### config.mk
export PLATFORM = sky130hd
export DESIGN_NAME = spike_encoder
export DESIGN_NICKNAME = d
export VERILOG_FILES = /design/src/rtl/spike_encoder_pkg.sv /design/src/rtl/rate_accumulator.sv /design/src/rtl/spike_encoder.sv
export SDC_FILE = /design/constraint.sdc
export NUM_CORES = 1
export LEC_CHECK = 0
export ABC_AREA = 1
export CAP_MARGIN = 0
export CORE_UTILIZATION = 59
export CTS_BUF_LIST = sky130_fd_sc_hd__clkbuf_8
export CTS_CLUSTER_SIZE = 8
export DETAILED_ROUTE_END_ITERATION = 10
export HOLD_SLACK_MARGIN = 0.12
export PLACE_DENSITY = 0.83
export SYNTH_ARGS = -nofsm -noshare
export SYNTH_HDL_FRONTEND = slang
export SYNTH_SLANG_ARGS = --single-unit
export TNS_END_PERCENT = 1
### constraint.sdc
create_clock -name clk -period 2.9 [get_ports clk]
set_input_delay 0.58 -clock clk [delete_from_list [all_inputs] [get_ports clk]]
set_output_delay 0.58 -clock clk [all_outputs]
set_load 0.01 [all_outputs]
### src/rtl/spike_encoder_pkg.sv
// Shared SNN definitions: encoder FSM states and frame-length helpers
// derived from the counter width.
package spike_encoder_pkg;

  typedef enum logic [1:0] {
    ST_IDLE = 2'd0,
    ST_RUN  = 2'd1,
    ST_DONE = 2'd2
  } enc_state_e;

  // Number of timesteps in one frame for a given count width.
  function automatic int unsigned frame_len(input int unsigned counter_size);
    return 32'd1 << counter_size;
  endfunction

  // Step-counter value of the final timestep of a frame.
  function automatic int unsigned last_step(input int unsigned counter_size);
    return frame_len(counter_size) - 32'd1;
  endfunction

endpackage

### src/rtl/rate_accumulator.sv
// One spike channel: holds the requested count, accumulates it once per step
// and emits the carry-out as a registered spike pulse.
module rate_accumulator #(
  parameter int unsigned W = 4
) (
  input  logic         clk,
  input  logic         rst,
  input  logic         load_c,
  input  logic         step_c,
  input  logic [W-1:0] count_in,
  output logic         spike_out
);

  logic [W-1:0] count_q, count_d;
  logic [W-1:0] acc_q, acc_d;
  logic         spike_q, spike_d;
  logic [W:0]   sum;

  always_comb begin
    sum     = {1'b0, acc_q} + {1'b0, count_q};
    count_d = count_q;
    acc_d   = acc_q;
    spike_d = 1'b0;
    if (load_c) begin
      count_d = count_in;
      acc_d   = '0;
    end else if (step_c) begin
      // Modulo wrap of the accumulator; the carry is the spike.
      acc_d   = sum[W-1:0];
      spike_d = sum[W];
    end
  end

  always_ff @(posedge clk or negedge rst) begin
    if (!rst) begin
      count_q <= '0;
      acc_q   <= '0;
      spike_q <= 1'b0;
    end else begin
      count_q <= count_d;
      acc_q   <= acc_d;
      spike_q <= spike_d;
    end
  end

  assign spike_out = spike_q;

endmodule

### src/rtl/spike_encoder.sv
// Rate-coded spike encoder: accepts a per-channel count, then over one frame
// of 2**COUNTER_SIZE steps emits exactly that many spikes per channel.
module spike_encoder
  import spike_encoder_pkg::*;
#(
  parameter int unsigned NUM_INPUTS   = 1,
  parameter int unsigned COUNTER_SIZE = 4
) (
  input  logic                    clk,
  input  logic                    rst,
  input  logic                    load_valid,
  output logic                    load_ready,
  input  logic [COUNTER_SIZE-1:0] count_in [NUM_INPUTS-1:0],
  input  logic                    step_en,
  output logic [NUM_INPUTS-1:0]   spike_out,
  output logic                    busy,
  output logic                    frame_done
);

  localparam int unsigned CW = COUNTER_SIZE;
  localparam logic [CW-1:0] LAST_STEP = CW'(last_step(COUNTER_SIZE));

  enc_state_e    state_q, state_d;
  logic [CW-1:0] step_cnt_q, step_cnt_d;
  logic          load_ready_q, load_ready_d;
  logic          busy_q, busy_d;
  logic          frame_done_q, frame_done_d;
  logic          load_c;
  logic          step_c;

  // Next-state, step counter and channel control.
  always_comb begin
    state_d    = state_q;
    step_cnt_d = step_cnt_q;
    load_c     = 1'b0;
    step_c     = 1'b0;
    case (state_q)
      ST_IDLE: begin
        if (load_valid) begin
          load_c     = 1'b1;
          step_cnt_d = '0;
          state_d    = ST_RUN;
        end
      end
      ST_RUN: begin
        if (step_en) begin
          step_c     = 1'b1;
          step_cnt_d = step_cnt_q + CW'(1);
          if (step_cnt_q == LAST_STEP) begin
            state_d = ST_DONE;
          end
        end
      end
      ST_DONE: begin
        state_d = ST_IDLE;
      end
      default: begin
        state_d = ST_IDLE;
      end
    endcase
    // Status outputs are registered copies of the next-state decode.
    load_ready_d = (state_d == ST_IDLE);
    busy_d       = (state_d != ST_IDLE);
    frame_done_d = (state_d == ST_DONE);
  end

  always_ff @(posedge clk or negedge rst) begin
    if (!rst) begin
      state_q      <= ST_IDLE;
      step_cnt_q   <= '0;
      load_ready_q <= 1'b1;
      busy_q       <= 1'b0;
      frame_done_q <= 1'b0;
    end else begin
      state_q      <= state_d;
      step_cnt_q   <= step_cnt_d;
      load_ready_q <= load_ready_d;
      busy_q       <= busy_d;
      frame_done_q <= frame_done_d;
    end
  end

  assign load_ready = load_ready_q;
  assign busy       = busy_q;
  assign frame_done = frame_done_q;

  for (genvar g = 0; g < NUM_INPUTS; g++) begin : g_ch
    rate_accumulator #(
      .W (CW)
    ) u_acc (
      .clk       (clk),
      .rst       (rst),
      .load_c    (load_c),
      .step_c    (step_c),
      .count_in  (count_in[g]),
      .spike_out (spike_out[g])
    );
  end

endmodule
**After elaboration in Yosys (flattened, before gate mapping)**

Index checks and enable logic that the tools add are counted.

- Flip-flop bits (word level): 18
- Bits of input ports: 8
- Output and inout port bits: 4
- Logic and storage cells: 36

- Add/sub/neg operators: 2
- Equality and inequality tests: 5
- Multiplexer cells: 15
- Reduce and logical (&&, ||, !) cells: 6

Operator list:

| kind | count |
|---|---|
| $mux W4 | 4 |
| $pmux W4 S2 | 1 |
| $mux W1 | 6 |
| $mux W2 | 3 |
| $reduce_bool A2 Y1 | 3 |
| $add A4 B4 Y5 | 1 |
| $add A4 B1 Y4 const B | 1 |
| $eq A4 B4 Y1 const B | 1 |
| $logic_not A2 Y1 | 2 |
| $ne A2 B2 Y1 const B | 2 |
| $pmux W2 S2 | 1 |
| $reduce_and A3 Y1 | 1 |
| $eq A2 B1 Y1 const B | 1 |
| $eq A2 B2 Y1 const B | 1 |

**Longest topological paths before layout**

- Depth after elaboration: 5
- Depth in mapped cells: 6
- Mapped depth without buffers: 6

**Cells and area by module**

From an unflattened synthesis, not the netlist that was laid out.

- Cells, all modules: 101
- Area total of the unflattened synthesis: 878.3 µm²

Modules (own cells, without submodules):

| module | times used | cells each | area an instance (µm²) | seq. area each (µm²) |
|---|---|---|---|---|
| rate_accumulator | 1 | 59 | 484.2 | 225.2 |
| spike_encoder | 1 | 42 | 394.1 | 226.5 |

**Worst setup path before layout**

Ideal clock, no wire load.

- Kind: register -> register
- From: reg g_ch[0].u_acc.acc_q[0]
- To: reg g_ch[0].u_acc.acc_q[2]
- Library setup time: 0.120 ns
- Arrival time: 1.220 ns
- Required time: 2.780 ns
- Setup slack: 1.560 ns
- Cell stages (with the launch flop): 5
- Path buffers: 0
- Clock period less this slack: 1.340 ns
- Path through: dfrtp_1 -> ha_1 -> fa_1 -> xnor2_1 -> o21ai_2

- Longest elaborated chain between the ends: 3

RTL lines:

| what | line | source |
|---|---|---|
| start: declaration | rate_accumulator.sv:15 | `logic [W-1:0] acc_q, acc_d;` |
| start signal: assignment | rate_accumulator.sv:37 | `acc_q <= '0;` |
| start signal: assignment | rate_accumulator.sv:41 | `acc_q <= acc_d;` |
| $add A4 B4 Y5 | rate_accumulator.sv:20 | `sum = {1'b0, acc_q} + {1'b0, count_q};` |
| $mux W4 | rate_accumulator.sv:27 | `end else if (step_c) begin` |
| $mux W4 | rate_accumulator.sv:24 | `if (load_c) begin` |

No other way between the ends. The select of a mux whose other input is x is not followed.
A chain may end at the register's enable or synchronous reset.

**Worst setup path after layout**

- From: reg load_ready_q (netlist: load_ready)
- To: out load_ready

RTL lines:

| what | line | source |
|---|---|---|
| start: declaration | spike_encoder.sv:25 | `logic load_ready_q, load_ready_d;` |
| start signal: assignment | spike_encoder.sv:77 | `load_ready_q <= load_ready_d;` |
| end: declaration | spike_encoder.sv:12 | `output logic load_ready,` |

No word-level cell between the ends.

==> impl_metrics.tcl <==
set metrics [dict create \
    placed_cell_areas_um2 1000 \
    synthToLayoutAreaGrowth_pct 19.9 \
    rows 13 \
    totalWireLength_mm 1.58 \
    placement.io_buffers 11 \
    synthesized_area_per_cell_um2 9.30 \
    drive_above_1_share 0.128 \
    dieArea_um2 1640 \
    net_total_in_the_final_layout 124 \
    floorplan.io_pins 12 \
    h_tree_level_count 1 \
    drv.max_cap_violation_count 0 \
    timing_max_transition_violations_final 0 \
    outcome "finished clean" \
    finalClockSkew_ns 0.00455 \
    ys_ff_latch 18 \
    worst-endpoint-required_ns 2.32 \
    critical-path-max-stage-delay_ns 0.53 \
    drt_initial_violations 27 \
    worst-slew-pin-transition_ns 0.766 \
    tritoncts "yes" \
    initial_utilization 0.656 \
    start_kind "flop" \
    buffers_inserted_by_post_cts_timing_repair 0 \
    synth_nets 108 \
    final_common_cell "sky130_fd_sc_hd__nand2_1" \
    grt_first_pass_wirelength_mm 2.57 \
    die_width_um 40.5 \
    finalCriticalPeriod_ns 1.87 \
    vias_in_the_first_global_route 632 \
    global_route_usage_over_all_layers 0.256 \
    grt_setup_unrepaired "no" \
    wl_per_cell_um 12.7 \
    n_antenna_cell 0 \
    seq_area_frac_synth 0.516 \
    power.density_cell_area_nw_per_um2 1070 \
    critPathKind "reg2out" \
    avgViaCountPerCell 5.52 \
    yosysUniqueCellTypes 22 \
    clockBufferDepth 2 \
    setup_total_negative_slack_ns 0 \
    most_frequent_cells_in_the_layout "sky130_fd_sc_hd__nand2_1, sky130_fd_sc_hd__dfrtp_1, sky130_fd_sc_hd__clkdlybuf4s50_1" \
    cts_resized 0 \
    placed_cells_incl_taps 120 \
    ir_worst_vdd_v 0.000652 \
    fin_worst_setup_slack_ns 1.03 \
    synth.cell_area_um2 875 \
    clkSinkCount 18 \
    worst-endpoint-arrival_ns 1.29 \
    globalRouteOverflowTotal 0 \
    worst_setup_path_end_kind "output port" \
    worst_hold_path_type "reg2reg" \
    total_leakage_power_uw 0.000525 \
    insertion_delay_ns 0.25 \
    max_freq_mhz 534 \
    detailedRoute.firstPassIterationCount 4 \
    cts_root_buf "sky130_fd_sc_hd__clkbuf_8" \
    tritoncts.num_buffers 3 \
    critical-path-top-delay-family "buffers and inverters" \
    die_y_um 40.5 \
    finish.instance_area_um2 1050 \
    ant_nets 0 \
    critPathBufInv 1 \
    final_report_hold_violation_count 0 \
    remaining_drc_errors 0 \
    synth_warnings 0 \
    worst_path_max_delay_cell "sky130_fd_sc_hd__clkdlybuf4s50_1" \
    place_worst_setup_slack_ns 1.23 \
    fp.coreArea_um2 1330 \
    stdcell_count 124 \
    critical_path.max_fanout 1 \
    grt_max_degree 19 \
    min_period_over_period 0.646 \
    setup_viol 0 \
    synthCells 94 \
    cts_hold_repair.buffers 0 \
    critical_path_cell_sequence "clkdlybuf4s50_1" \
    dr_total_vias 684 \
    place.detailed.hpwl_mm 1.16 \
    gp_congestion 0.826 \
    timing.slew.headroom 0.488 \
    worst_setup_hold_path_clk_slew_ns 0.06 \
    grt_antenna_before_repair 0 \
]
==> sequential cells by signal, summed over array words and instances (netlist names) <==
signal	flops
state_q	2
g_ch.u_acc.acc_q	4
frame_done	1
step_cnt_q	4
load_ready	1
g_ch.u_acc.spike_out	1
g_ch.u_acc.count_q	4
busy	1
==> worst paths after layout <==
| check | from | to | slack (ns) | depth (start not counted) |
|---|---|---|---|---|
| min in group asynchronous | rst | state_q[1] | 0.78 | 1 |
| worst max register to register | g_ch[0].u_acc.acc_q[0] | g_ch[0].u_acc.acc_q[2] | 1.47 | 4 |
| worst min register to register | g_ch[0].u_acc.acc_q[0] | g_ch[0].u_acc.acc_q[0] | 0.48 | 2 |
| worst min-delay path | g_ch[0].u_acc.acc_q[0] | g_ch[0].u_acc.acc_q[0] | 0.48 | 2 |
| max in group asynchronous | rst | g_ch[0].u_acc.acc_q[0] | 1.64 | 1 |
| worst max-delay path | load_ready | load_ready | 1.03 | 1 |
==> layout make-up <==
class | count | area (um^2)
multi-input cells | 68 | 385
clock inverters | 1 | 3.75
clock buffers | 3 | 41.3
fillers | 95 | 285
flip-flops and latches | 18 | 452
well taps | 15 | 18.8
repair buffers | 11 | 110
inverters | 8 | 37.5
==> logic make-up (layout without fill, tap and decap cells) <==
family,after synthesis,count (layout),synth area share
xor+xnor,1,1,0.0100
fa+ha+maj,6,6,0.0944
buf+inv,8,23,0.0429
simple gates,53,53,0.286
compound gates,8,8,0.0501
flops,18,18,0.516
==> Yosys cell counts <==
| cell type | count | share of area |
|---|---|---|
| sky130_fd_sc_hd__nor2_1 | 4 | 0.017 |
| sky130_fd_sc_hd__dfrtp_1 | 17 | 0.49 |
| sky130_fd_sc_hd__nand3_2 | 1 | 0.011 |
| sky130_fd_sc_hd__nor2_8 | 1 | 0.023 |
| sky130_fd_sc_hd__or2_2 | 1 | 0.0072 |
| sky130_fd_sc_hd__inv_6 | 1 | 0.010 |
| sky130_fd_sc_hd__dfstp_2 | 1 | 0.030 |
| sky130_fd_sc_hd__nand2_4 | 1 | 0.013 |
| sky130_fd_sc_hd__nor2_2 | 2 | 0.014 |
| sky130_fd_sc_hd__inv_1 | 6 | 0.026 |
| sky130_fd_sc_hd__fa_1 | 1 | 0.023 |
| sky130_fd_sc_hd__a21oi_1 | 5 | 0.029 |
| sky130_fd_sc_hd__o21ai_1 | 1 | 0.0057 |
| sky130_fd_sc_hd__nand3_1 | 7 | 0.040 |
| sky130_fd_sc_hd__o21ai_0 | 1 | 0.0057 |
| sky130_fd_sc_hd__nand2_1 | 33 | 0.14 |
| sky130_fd_sc_hd__xnor2_1 | 1 | 0.010 |
| sky130_fd_sc_hd__nand2_2 | 1 | 0.0072 |
| sky130_fd_sc_hd__o21ai_2 | 1 | 0.010 |
| sky130_fd_sc_hd__inv_4 | 1 | 0.0072 |
| sky130_fd_sc_hd__ha_1 | 5 | 0.072 |
| sky130_fd_sc_hd__nor3_1 | 2 | 0.011 |
==> report_power, final <==
group	internal (uW)	switching [uW]
Combinational	222	285
Clock	93.9	79.2
Sequential	361	76.4
==> stage by stage <==
step / total power [uW] / hold slack, ns / utilization
global placement: 914 / 0.468 / 0.752
global route: 1230 / 0.509 / 0.786
finish: 1120 / 0.480 / 0.786
floorplan: 799 / 0.284 / -
CTS: 1120 / 0.488 / 0.786
detailed placement: 946 / 0.474 / 0.752
==> per-layer routing <==
layer	track usage	wire, um	up-vias
met1	0.306	665	310
met4	0.158	45	0
met3	0.100	128	8
met2	0.385	736	33
met5	0	0	-
li1	-	-	333
Power figures use the tool's default switching activity.
==> patch 1 (same settings) <==
Re-encode `enc_state_e` (3 states) as one-hot, 3 bits wide.
--- a/src/rtl/spike_encoder_pkg.sv
+++ b/src/rtl/spike_encoder_pkg.sv
@@ -4,6 +4,6 @@
 
-  typedef enum logic [1:0] {
-    ST_IDLE = 2'd0,
-    ST_RUN  = 2'd1,
-    ST_DONE = 2'd2
+  typedef enum logic [2:0] {
+    ST_IDLE = 3'b001,
+    ST_RUN  = 3'b010,
+    ST_DONE = 3'b100
   } enc_state_e;
Behaviour: no difference found for any inputs over 10 cycles, from zero or initial values and one cycle with rst low; not proved beyond that.
==> patch 1 against the original RTL <==
  * Sequential cell count grew 1
  * Wire length grew 0.76%
  * Power shrank 14%
  * Global-route usage shrank 5.2 points
  * Cell area grew 5.7%
  * Maximum frequency grew 0.24%
  * Non-clock buffer count is the same
  * Synthesized area grew 9.6%
  * Setup slack gained 0.0046 ns
  * Largest power group is now sequential cells
==> patch 1: results (changes against the original RTL) <==
- Hold_ws: 0.494 ns (+0.0140 ns)
- Final Net Count: 129 (+4.0%)
- Synth top area cells: dfrtp_1, nand2_1, nand3_1
- Vias in the first global route: 627 (-0.79%)
- Dpl ws: 1.11 ns (-0.124 ns)
- Largest net degree at the start of global routing: 20 (+1)
- DR WL/cell: 12.2 µm (-3.9%)
- First-pass GRT wire length: 2630 µm (+2.1%)
- Post-Synthesis Cells: 101 (+7.4%)
- Syn_nets: 115 (+6.5%)
- Slew HR: 0.456 (-0.0317)
- Clk_skew: 0.00245 ns (-0.00210 ns)
- Via count: 710 (+3.8%)
- P_leak: 0.586 nW (+12%)
- Post-synthesis sequential area ratio: 0.499 (-0.0178)
- Vias per inst: 5.46 (-0.99%)
- GPL Wtd Cong: 0.752 (-9.0%)
- Synth cell count leaders: nand2_1, dfrtp_1, nand3_1
- Maximum VDD drop: 0.533 mV (-18%)
- Top delay family on crit path: flip-flops
- CP max stage cell: dfstp_2
- Status: completed
- GRT Resource Usage Total: 0.204 (-0.0524)
- Iter 0 DRT Violations: 7 (-74%)
- Worst R2R Setup Slack: 1.34 ns (-0.13 ns)
-- patch 1: changes by cell type after synthesis, sizes merged, moves of 2 or more --
cell	before	now
a21oi	5	3
inv	8	13
nand2	35	28
nand3	8	15
nand4	0	2
o21ai	3	5
-- patch 1: through the flow --
stage,utilization,instance area [µm²]
after global placement,0.706,1060
after detailed placement,0.706,1060
final,0.736,1110
after floorplan,-,958
after global routing,0.736,1110
after CTS,0.736,1110
-- patch 1: metal layers --
metal | wire length (µm) | vias to the layer above | track usage
met5 | 0 | - | 0
met4 | 40 | 0 | 0.113
met3 | 92 | 5 | 0.0388
met2 | 812 | 24 | 0.345
met1 | 642 | 331 | 0.243
li1 | - | 350 | -
-- patch 1: area by class of cell --
type,count,area [µm²],share of cell area
Inverter,13,48.8,0.0440
Clock buffer,3,41.3,0.0372
Tap cell,16,20.0,0.0181
Sequential cell,19,478,0.431
Multi-Input combinational cell,67,407,0.367
Clock inverter,1,3.75,0.00339
Timing Repair Buffer,11,110,0.0993
-- patch 1: worst paths after layout --
check / startpoint / to / cells after the start
worst max register to register: g_ch[0].u_acc.count_q[0] / g_ch[0].u_acc.acc_q[2] / 5
min in group asynchronous: rst / g_ch[0].u_acc.spike_out / 1
max in group asynchronous: rst / g_ch[0].u_acc.count_q[0] / 1
worst max-delay path: load_ready / load_ready / 1
worst min register to register: g_ch[0].u_acc.count_q[2] / g_ch[0].u_acc.count_q[2] / 2
worst min-delay path: g_ch[0].u_acc.count_q[2] / g_ch[0].u_acc.count_q[2] / 2
-- patch 1: cell families (layout without fill, tap and decap cells) --
group / after synthesis / in the layout / share of synthesized area
flops: 19 / 19 / 0.499
buf+inv: 15 / 28 / 0.0770
simple gates: 53 / 53 / 0.273
fa+ha+maj: 6 / 6 / 0.0862
compound gates: 8 / 8 / 0.0653
-- patch 1: power breakdown --
part | internal (mW) | switching, mW
Clock | 0.0940 | 0.0828
Sequential | 0.362 | 0.0723
Combinational | 0.149 | 0.198
==> patch 2 (same settings) <==
Without the edit above. Change the parameter `COUNTER_SIZE` from 4 to 8.
--- a/src/rtl/spike_encoder.sv
+++ b/src/rtl/spike_encoder.sv
@@ -6,3 +6,3 @@
   parameter int unsigned NUM_INPUTS   = 1,
-  parameter int unsigned COUNTER_SIZE = 4
+  parameter int unsigned COUNTER_SIZE = 8
 ) (
Ports: changed (resized count_in); port bits go from 12 to 16. No check against the original RTL was run, so the function may have changed too.
==> patch 2 against the original RTL <==
  * Setup slack worse by 0.034 ns
  * Sequential cell count increased by 12
  * Power up 55%
  * Non-clock buffer count is 5 higher
  * Sequential share of layout area fell by 3.4 points
  * First-iteration DRC count increased by 44%
  * Die area rose by 81%
  * Cell area is 81% higher
  * Count of clock-buffer cells in the layout up 2
  * Synthesized area increased by 86%
  * Worst hold slack better by 0.013 ns
  * Wire length is 100% higher
  * Synthesized cell count is 110% higher
  * Clock skew grew 0.0012 ns
==> patch 2: results (changes against the original RTL) <==
- Status: completed
- Top delay family on crit path: flip-flops
- Non-clk buf share: 0.0832 (-0.0218)
- Placed Cells: 239 (+99%)
- XOR/XNOR Fraction of Synth Area: 0.0108 (+0.000780)
- Syn_nets: 218 (+100%)
- CP max stage cell: dfstp_2
- Synth Area in Adders: 0.0817 (-0.0127)
- Root buffer cell: clkbuf_8
- Initial antenna violation count: 0 (unchanged)
- Seq area share: 0.397 (-0.0341)
- Non-clock buffers: 16 (+5)
- Netlist cell types: 27 (+23%)
- Post-Synthesis Cells: 196 (+110%)
- Skew-Pair Late Insertion Delay: 0.29 ns (+0.04 ns)
- Maximum VDD drop: 0.661 mV (+1.4%)
- Finished Layout Cells: 247 (+99%)
- H-tree levels: 2 (+1)
- GRT Resource Usage Total: 0.273 (+0.0169)
- Clock-pin transition on the worst setup and hold timing paths: about 0.07 ns
- # fillers: 188 (+98%)
- Crit path DAT: 1.33 ns (+0.04 ns)
- Compound-Gate Fraction of Synth Area: 0.0856 (+0.0355)
- DP HPWL: 2240 µm (+93%)
- Regs by FF count: g_ch.u_acc.acc_q: 8 flops, g_ch.u_acc.count_q: 8 flops, step_cnt_q: 8 flops
- CP max FO: 1 (unchanged)
- Area of the multi-input gates: 726 µm² (+88%)
- Clk_skew: 0.00574 ns (+0.00119 ns)
- DR WL/cell: 13.0 µm (+2.5%)
- CTS Sinks: 30 (+12)
- Logic inverters: 30 (+22)
- Pwr per Cell Area: 914 nW/µm² (-14%)
- Int Pwr: 1.08 mW (+60%)
- Dpl ws: 1.00 ns (-0.230 ns)
- Via count: 1303 (+90%)
- Multi-input gates: 133 (+96%)
- 1st-pass router iterations: 4 (unchanged)
- Layout clock area frac: 0.0574 (+0.0145)
- First-pass GRT wire length: 5430 µm (+110%)
- Gate power share: 0.386 (-0.068)
- Core area: 2540 µm² (+91%)
- Mux share of post-synthesis cell area: 0 (unchanged)
- Slew HR: 0.749 (+0.261)
- Overall Power: 1.73 mW (+55%)
- Largest net degree at the start of global routing: 31 (+12)
- Synth top area cells: dfrtp_1, nand2_1, ha_1
- GPL Wtd Cong: 0.836 (+1.3%)
- Synth cell count leaders: nand2_1, dfrtp_1, inv_1
- Clock group total power: 0.419 mW (+140%)
- Iter 0 DRT Violations: 39 (+44%)
- Fraction of layout cells with a size suffix above 1: 0.0876 (-0.0409)
- PortBufs: 15 (+4)
- Placement Cell Area: 1790 µm² (+78%)
- YS warnings: 0 (unchanged)
- Clock buffer count: 5 (+2)
- P_leak: 1.05 nW (+99%)
- Post-synthesis sequential area ratio: 0.463 (-0.0531)
- CP peak stage delay: roughly 0.52 ns
-- patch 2: changes by cell type after synthesis, sizes merged, moves of 6 or more --
cell | unedited run | this run
inv | 8 | 29
dfrtp | 17 | 29
nand4 | 0 | 6
a21oi | 5 | 11
o21ai | 3 | 9
nand2 | 35 | 68
-- patch 2: final timing paths --
path	cells after the start	slack (ns)	end	startpoint
setup reg to reg	9	1.16	g_ch[0].u_acc.acc_q[4]	g_ch[0].u_acc.acc_q[0]
min in group asynchronous	2	0.67	g_ch[0].u_acc.acc_q[5]	rst
max in group asynchronous	2	1.91	load_ready	rst
hold reg to reg	2	0.49	g_ch[0].u_acc.count_q[3]	g_ch[0].u_acc.count_q[3]
hold / removal	2	0.49	g_ch[0].u_acc.count_q[3]	g_ch[0].u_acc.count_q[3]
setup / recovery	1	0.99	load_ready	load_ready
-- patch 2: layer usage --
layer  part of all wire  GRT usage  up-vias
li1                   -          -      659
met1               0.46      0.339      605
met2               0.47      0.415       34
met3              0.054     0.0889        5
met4              0.020      0.158        0
met5                  0          0        -
